### config.mk
export PLATFORM = sky130hd
export DESIGN_NAME = tape_mem_arb
export DESIGN_NICKNAME = d
export VERILOG_FILES = /design/src/rtl/tape_arb_pkg.sv /design/src/rtl/tape_mem_arb_rr_pick.sv /design/src/rtl/tape_mem_arb.sv
export SDC_FILE = /design/constraint.sdc
export NUM_CORES = 1
export LEC_CHECK = 0
export ABC_AREA = 1
export CAP_MARGIN = 20
export CORE_MARGIN = 2
export CORE_UTILIZATION = 41
export DETAILED_ROUTE_END_ITERATION = 8
export GPL_TIMING_DRIVEN = 0
export PLACE_DENSITY = 0.85
export SYNTH_ARGS = -nofsm -noshare
export SYNTH_HDL_FRONTEND = slang
export SYNTH_SLANG_ARGS = --single-unit
export TNS_END_PERCENT = 5
### constraint.sdc
create_clock -name clk -period 1.82 [get_ports clk]
set_input_delay 0.182 -clock clk [delete_from_list [all_inputs] [get_ports clk]]
set_output_delay 0.182 -clock clk [all_outputs]
set_load 0.01 [all_outputs]
### src/rtl/tape_arb_pkg.sv
// tape_arb_pkg: shared state encoding and defaults for the tape/ROM memory arbiter.
package tape_arb_pkg;
    typedef enum logic [2:0] {IDLE, GRANT, ISSUE, WAIT, HOLD, GAP} arb_state_t;
    localparam int DEF_AW = 25;
    localparam int DEF_TMO = 15;
    localparam int DEF_LAT_MAX = 7;
    localparam logic [7:0] ERR_BYTE = 8'hFF;
endpackage

### src/rtl/tape_mem_arb_rr_pick.sv
// rr_pick: combinational round-robin priority encoder, first set req at or after ptr.
module rr_pick #(
    parameter int N = 3,
    parameter int IW = N > 1 ? $clog2(N) : 1
) (
    input  logic [N-1:0]  req,
    input  logic [IW-1:0] ptr,
    output logic          vld,
    output logic [IW-1:0] idx
);
    always_comb begin
        int j;
        vld = 1'b0;
        idx = '0;
        j = 0;
        for (int k = N - 1; k >= 0; k--) begin
            j = int'(ptr) + k;
            j = j >= N ? j - N : j;
            if (req[j]) begin
                vld = 1'b1;
                idx = IW'(j);
            end
        end
    end
endmodule

### src/rtl/tape_mem_arb.sv
// tape_mem_arb: round-robin sharing of the byte-wide tape/ROM read port among N readers.
module tape_mem_arb import tape_arb_pkg::*; #(
    parameter int N = 3,
    parameter int AW = DEF_AW,
    parameter int TMO = DEF_TMO,
    parameter int LAT_MAX = DEF_LAT_MAX
) (
    input  logic          clk,
    input  logic          reset,
    input  logic [N-1:0]  req,
    input  logic [N-1:0]  rd,
    input  logic [N*AW-1:0] addr,
    output logic [N-1:0]  en,
    output logic [7:0]    dout,
    output logic [AW-1:0] mem_addr,
    output logic          mem_rd,
    input  logic [7:0]    mem_din,
    input  logic          mem_ready,
    output logic          err
);
    localparam int IW = N > 1 ? $clog2(N) : 1;
    localparam int TW = $clog2(TMO + 1);
    localparam int LW = $clog2(LAT_MAX + 1);

    arb_state_t state, state_nxt;
    logic [IW-1:0] g, g_nxt, ptr, pick;
    logic pick_vld;
    logic [TW-1:0] tc;
    logic [LW-1:0] lc;
    logic [N-1:0] en_nxt;
    logic mem_rd_nxt;
    logic gnt_rd, gnt_req, tmo_hit, lat_hit;

    rr_pick #(.N(N), .IW(IW)) u_pick (.req(req), .ptr(ptr), .vld(pick_vld), .idx(pick));

    assign gnt_rd = rd[g];
    assign gnt_req = req[g];
    assign tmo_hit = tc == TW'(TMO - 1);
    assign lat_hit = lc == LW'(LAT_MAX - 1);

    always_ff @(posedge clk or posedge reset) begin
        if (reset) begin
            state <= IDLE;
            g <= '0;
            ptr <= '0;
            tc <= '0;
            lc <= '0;
            en <= '0;
            mem_rd <= 1'b0;
            mem_addr <= '0;
            dout <= '0;
            err <= 1'b0;
        end else begin
            state <= state_nxt;
            g <= g_nxt;
            en <= en_nxt;
            mem_rd <= mem_rd_nxt;
            tc <= state == GRANT ? tc + 1'b1 : '0;
            lc <= state == WAIT ? lc + 1'b1 : '0;
            if (state == GRANT && gnt_rd)
                mem_addr <= addr[g*AW +: AW];
            // a read that outruns LAT_MAX still releases the requester, with a marker byte
            if (state == WAIT && mem_ready)
                dout <= mem_din;
            else if (state == WAIT && lat_hit) begin
                dout <= ERR_BYTE;
                err <= 1'b1;
            end
            if (state == HOLD && !gnt_rd)
                ptr <= g == IW'(N - 1) ? '0 : g + 1'b1;
        end
    end

    always_comb begin
        state_nxt = state;
        case (state)
            IDLE:  state_nxt = pick_vld ? GRANT : IDLE;
            GRANT: state_nxt = gnt_rd ? ISSUE : (!gnt_req || tmo_hit) ? GAP : GRANT;
            ISSUE: state_nxt = WAIT;
            WAIT:  state_nxt = (mem_ready || lat_hit) ? HOLD : WAIT;
            HOLD:  state_nxt = gnt_rd ? HOLD : GAP;
            default: state_nxt = IDLE;
        endcase
    end

    always_comb begin
        g_nxt = state == IDLE ? pick : g;
        en_nxt = (state_nxt inside {GRANT, ISSUE, WAIT, HOLD}) ? N'(1) << g_nxt : '0;
        mem_rd_nxt = state_nxt == ISSUE;
    end
endmodule

* After elaboration in Yosys (flattened, before gate mapping)
Index checks and enable logic that the tools add are counted.
** Storage, ports and cells
- Register bits :: 52
- Latch bits :: 0
- Input port bits :: 92
- Memory bits (read-only) :: 0
- Word-level logic and storage cells :: 87
- Memories kept :: 0
- Output and inout port bits :: 38
- Bits in writable memories :: 0
** Cells by class
- Order comparisons :: 7
- Bitwise gates (word level) :: 1
- Shift operators :: 2
- $add $sub $neg :: 8
- Multipliers :: 1
- Multiplexer cells :: 35
- Reductions and logical operators :: 12
- Equality and inequality tests :: 11
- Div/mod/pow operators :: 0
** Operators with widths (count)
- $lt A32 B4 Y1 const B :: 3
- $mux W32 :: 3
- $shiftx A75 B8 Y25 :: 1
- $ge A32 B3 Y1 const B :: 2
- $sub A32 B3 Y32 const B :: 2
- $mux W8 :: 2
- $mux W3 :: 5
- $pmux W3 S5 :: 1
- $mux W1 :: 13
- $eq A3 B2 Y1 const B :: 4
- $bmux W1 S2 :: 5
- $mux W2 :: 5
- $eq A3 B3 Y1 const B :: 3
- $mul A2 B5 Y7 const B :: 1
- $eq A3 B1 Y1 const B :: 2
- $add A4 B1 Y4 const B :: 1
- $eq A4 B4 Y1 const B :: 1
- $logic_and A1 B1 Y1 :: 4
- $mux W4 :: 1
- $reduce_bool A4 Y1 :: 1
- $add A2 B1 Y3 const B :: 1
- $add A2 B2 Y3 const B :: 1
- $add A3 B1 Y3 const B :: 1
- $logic_not A3 Y1 :: 1
- 11 further kinds :: 13

* Longest topological paths before layout
- Depth in word-level cells :: 14
- Mapped depth :: 15
- Mapped depth without buffers :: 15

* Cells and area by module
A second synthesis with hierarchy kept.
** Unflattened totals
- Cells, all modules :: 354
- Area total of the unflattened synthesis :: 2767.7 µm²
** Modules (own cells, without submodules)
- tape_mem_arb :: area an instance 2572.5 µm², cells each 315, instances 1, sequential area each 1301.2 µm²
- rr_pick :: area an instance 195.2 µm², cells each 39, instances 1, sequential area each 0.0 µm²

* Worst setup path before layout
No wires, ideal clock.
- Path kind :: flip-flop to flip-flop
- Start :: register ptr[0]
- End :: register en[0]
- Setup slack :: 0.248 ns
- Path buffers :: 0
- Setup time :: 0.116 ns
- Period minus slack after synthesis :: 1.572 ns
- Cell stages (with the launch flop) :: 15
- Arrival :: 1.456 ns
- Cell sequence :: dfrtp_1 inv_1 ha_1 inv_1 nand2_1 nand2_1 nand2_1 nand2_1 inv_1 nand3_1 nand2_1 nand3_1 nand2_1 nand2_1 nor2_1
** Between the ends
- Longest elaborated chain between the ends :: 14
** Ends and longest elaborated chain
- start: declaration :: line tape_mem_arb.sv:26 : logic [IW-1:0] g, g_nxt, ptr, pick;
- start signal: assignment :: line tape_mem_arb.sv:70 : ptr <= g == IW'(N - 1) ? '0 : g + 1'b1;
- $add A2 B2 Y3 :: line tape_mem_arb_rr_pick.sv:17 : j = int'(ptr) + k;
- $sub A32 B3 Y32 / $ge A32 B3 Y1 (equally long branches) :: line tape_mem_arb_rr_pick.sv:18 : j = j >= N ? j - N : j;
- $mux W32 :: line tape_mem_arb_rr_pick.sv:18
- $bmux W1 S2 :: line tape_mem_arb_rr_pick.sv:19 : if (req[j]) begin
- $mux W1 (implied by the code) (2 in a row) :: line tape_mem_arb_rr_pick.sv:19
- $mux W1 (3 in a row) :: line tape_mem_arb_rr_pick.sv:19
- $mux W1 :: line tape_mem_arb.sv:77 : IDLE: state_nxt = pick_vld ? GRANT : IDLE;
- $pmux W3 S5 :: line tape_mem_arb.sv:76 : case (state)
- $eq A3 B1 Y1 (tied with other cells) :: line tape_mem_arb.sv:88 : en_nxt = (state_nxt inside {GRANT, ISSUE, WAIT, HOLD}) ? N'(1) << g_nxt : '0;
- $reduce_bool A4 Y1 :: line tape_mem_arb.sv:88
- $mux W3 (*) :: line tape_mem_arb.sv:88
- named net en_nxt[0] :: line tape_mem_arb.sv:30 : logic [N-1:0] en_nxt;
- end signal: assignment :: line tape_mem_arb.sv:56 : en <= en_nxt;
- end: declaration :: line tape_mem_arb.sv:13 : output logic [N-1:0] en,
The timed path passes the listed nets; every way through them passes the cells marked *. The select of a mux whose other input is x is not followed.
A chain may end at the register's enable or synchronous reset.

* Worst setup path after layout
- Start :: register ptr[1]
- End :: register en[0]
The elaborated chain is that of the path after synthesis.

==> flow_summary.ini <==
[sta]
skew_ns = 0.00878
rsz0062_at_grt = yes
relSlewSlack_pct = 67.3
hold_violations = 0
post-route-min-period_ns = 1.71
final.period_utilization_pct = 94.2
tightest_slew_ns = 0.490
setup_viol = 0
setup_tns_ns = 0
clock.fmax_mhz = 583
slew_viol_final = 0

[clocking]
root_buffer = clkbuf_8
numCtsBuffers = 5
clock_sinks = 52
clk_latency_ns = 0.30
htree_levels = 2
cts.clk_slew.worst_paths_ns = 0.09
clock_path_buffers = 2
cts_tree = done

[pwr]
ir_worst_vdd_mv = 0.771
power_density_nw_per_um2 = 1510
p_leak_nw = 1.82

[yosys]
synthMostInstantiatedCell = nand2_1
synth_flop_cell = dfrtp_1
ys_seq_area_share_pct = 49.4
yosysTopAreaCellShare_pct = 49.4
syn_nets = 422
synth_cells = 322
synth_edf_count = 0
ys_top_cells_by_count = nand2_1, nor2_1, dfrtp_1
yosys.area.top_type = dfrtp_1
syn_area_per_cell_sq_um = 8.18
synthArstFlopShare_pct = 100
synthDistinctLibCells = 24
syn_area_sq_um = 2640
synth-seq-cells = 52
ys_warn_count = 0
synth.area.top_cells = dfrtp_1, nand2_1, nor2_1, a22oi_1, a31oi_1

[global_routing]
grt_max_degree = 32
antenna_found_initial = 0
gr-total-overflow = 0
grt_usage_pct = 21.2
grt_pass1_wl_microns = 12000
first_global_vias = 2630

[drt]
wire_per_inst_microns = 13.9
antenna_left = 0
totalWireLength_microns = 7480
drtIter0Drc = 111
viasPerCell = 5.02
drt-pass1-iter-count = 4
detailroute.via_count = 2705
drcViolationCount = 0

[worst_hold_path]
hp-class = input pin to async pin

[floorplan]
io_pins = 130
num_rows = 29
start_util_pct = 42.0
die_area_sq_um = 7080
die_height_microns = 84.2
dieWidth_microns = 84.2
core_area_sq_um = 6280

[cells_and_area]
ff_latch_area_sq_um = 1300
drive_gt1_share_pct = 7.14
fillers = 528
post-route-util_pct = 66.5
synthToLayoutAreaGrowth_pct = 58.5
design_area_sq_um = 4180
final_nets = 561
multiInputGateArea_sq_um = 1210
n_antenna_cell = 0

[outcome]
status = complete, no violations

[worst_setup_path]
ff2ff_setup_slack_ns = 0.11
reg2reg_depth = 12
worstPathMaxFanout = 4
path_class = flip-flop to flip-flop
critPathCaptureType = flip-flop
cp-start-kind = flip-flop
startpoint = ptr[1]
r2r_start = ptr[1]
arrival_ns = 1.95
cp_data_required_time_ns = 2.05
r2r-end = en[0]

[placement]
port_buffers = 129
routabilityCongestion = 0.801
postPlaceCellArea_sq_um = 4040
hpwl_microns = 6010

[job]
max_cap_violations = 0
-- power by group --
part / switching (mW) / leakage (nW) / total, mW / internal, mW
Combinational: 1.95 / 1.16 / 3.67 / 1.72
Clock: 0.369 / 0.0479 / 0.638 / 0.269
Sequential: 0.329 / 0.616 / 2.00 / 1.67
-- worst max path at each step --
stage	end	slack (ns)	cells after the start
floorplan	en[0]	0.25	14
global placement	mem_addr[9]	-0.53	2
detailed placement	en[0]	-0.02	11
CTS	en[0]	0.01	14
global route	en[0]	-0.12	12
finish	en[0]	0.11	12
-- final cells by class --
class | count | area share, %
Clock buffer | 5 | 1.65
Clock inverter | 3 | 0.449
Timing Repair Buffer | 132 | 31.8
Multi-Input combinational cell | 231 | 28.9
Sequential cell | 52 | 31.2
Inverter | 27 | 2.43
Tap cell | 77 | 2.31
Buffer | 12 | 1.35
-- registers in the layout (all words and copies together) (netlist names) --
name,flops
tc,4
mem_rd,1
g,2
err,1
lc,3
mem_addr,25
en,3
dout,8
ptr,2
state,3
-- cells in the final DEF, fill, tap and decap left out, types with 11 or more instances in the layout --
master and instances:
nand2_1 75, a21oi_1 11, inv_1 21, a31oi_1 22
nor2_1 58, dfrtp_1 52, a22oi_1 21, nand3_1 13
clkdlybuf4s50_1 129
-- critical path, cell delays in order (launching register included) --
cell and delay (ns):
dfrtp_1 0.43, inv_1 0.12, ha_2 0.22, inv_1 0.05, nand2_1 0.06, nand2_1 0.09, a21oi_2 0.15, nand3_1 0.11
nand2_1 0.11, nand3_1 0.07, nand2_1 0.06, nand2_1 0.08, nor2_1 0.10
-- stage by stage --
step / instances / power [mW] / hold slack [ns] / worst slack [ns]
after floorplan: 322 / 4.01 / 0.280 / 0.248
after global placement: 528 / 5.48 / 0.444 / -0.526
after detailed placement: 529 / 5.61 / 0.463 / -0.0221
after CTS: 537 / 6.27 / 0.224 / 0.0103
after global routing: 539 / 6.90 / 0.243 / -0.116
final: 539 / 6.31 / 0.218 / 0.105
-- layer usage --
layer / track usage (%) / routed length [microns]
met3: 7.28 / 698
met5: 0 / 0
met1: 23.9 / 2840
met4: 5.43 / 108
met2: 38.4 / 3840
-- repair_timing --
action | in CTS | in global routing
endpoints found under the setup margin | 2 | 28
setup buffers | 0 | 2
resized for setup | 1 | 8
pin swaps | 0 | 1
hold buffers | 0 | 0
-- kinds of logic after synthesis --
| kind of cell | after synthesis | share of synthesized area [%] |
|---|---|---|
| xor gates and xnor gates | 3 | 0.997 |
| adders and majority gates | 8 | 3.80 |
| and+or+nand+nor | 156 | 23.9 |
| DFF | 52 | 49.4 |
| AOI/OAI and AO/OA | 64 | 16.0 |
| buffers and inverters | 39 | 5.98 |
Note: power is estimated with default switching activity, not from simulation.
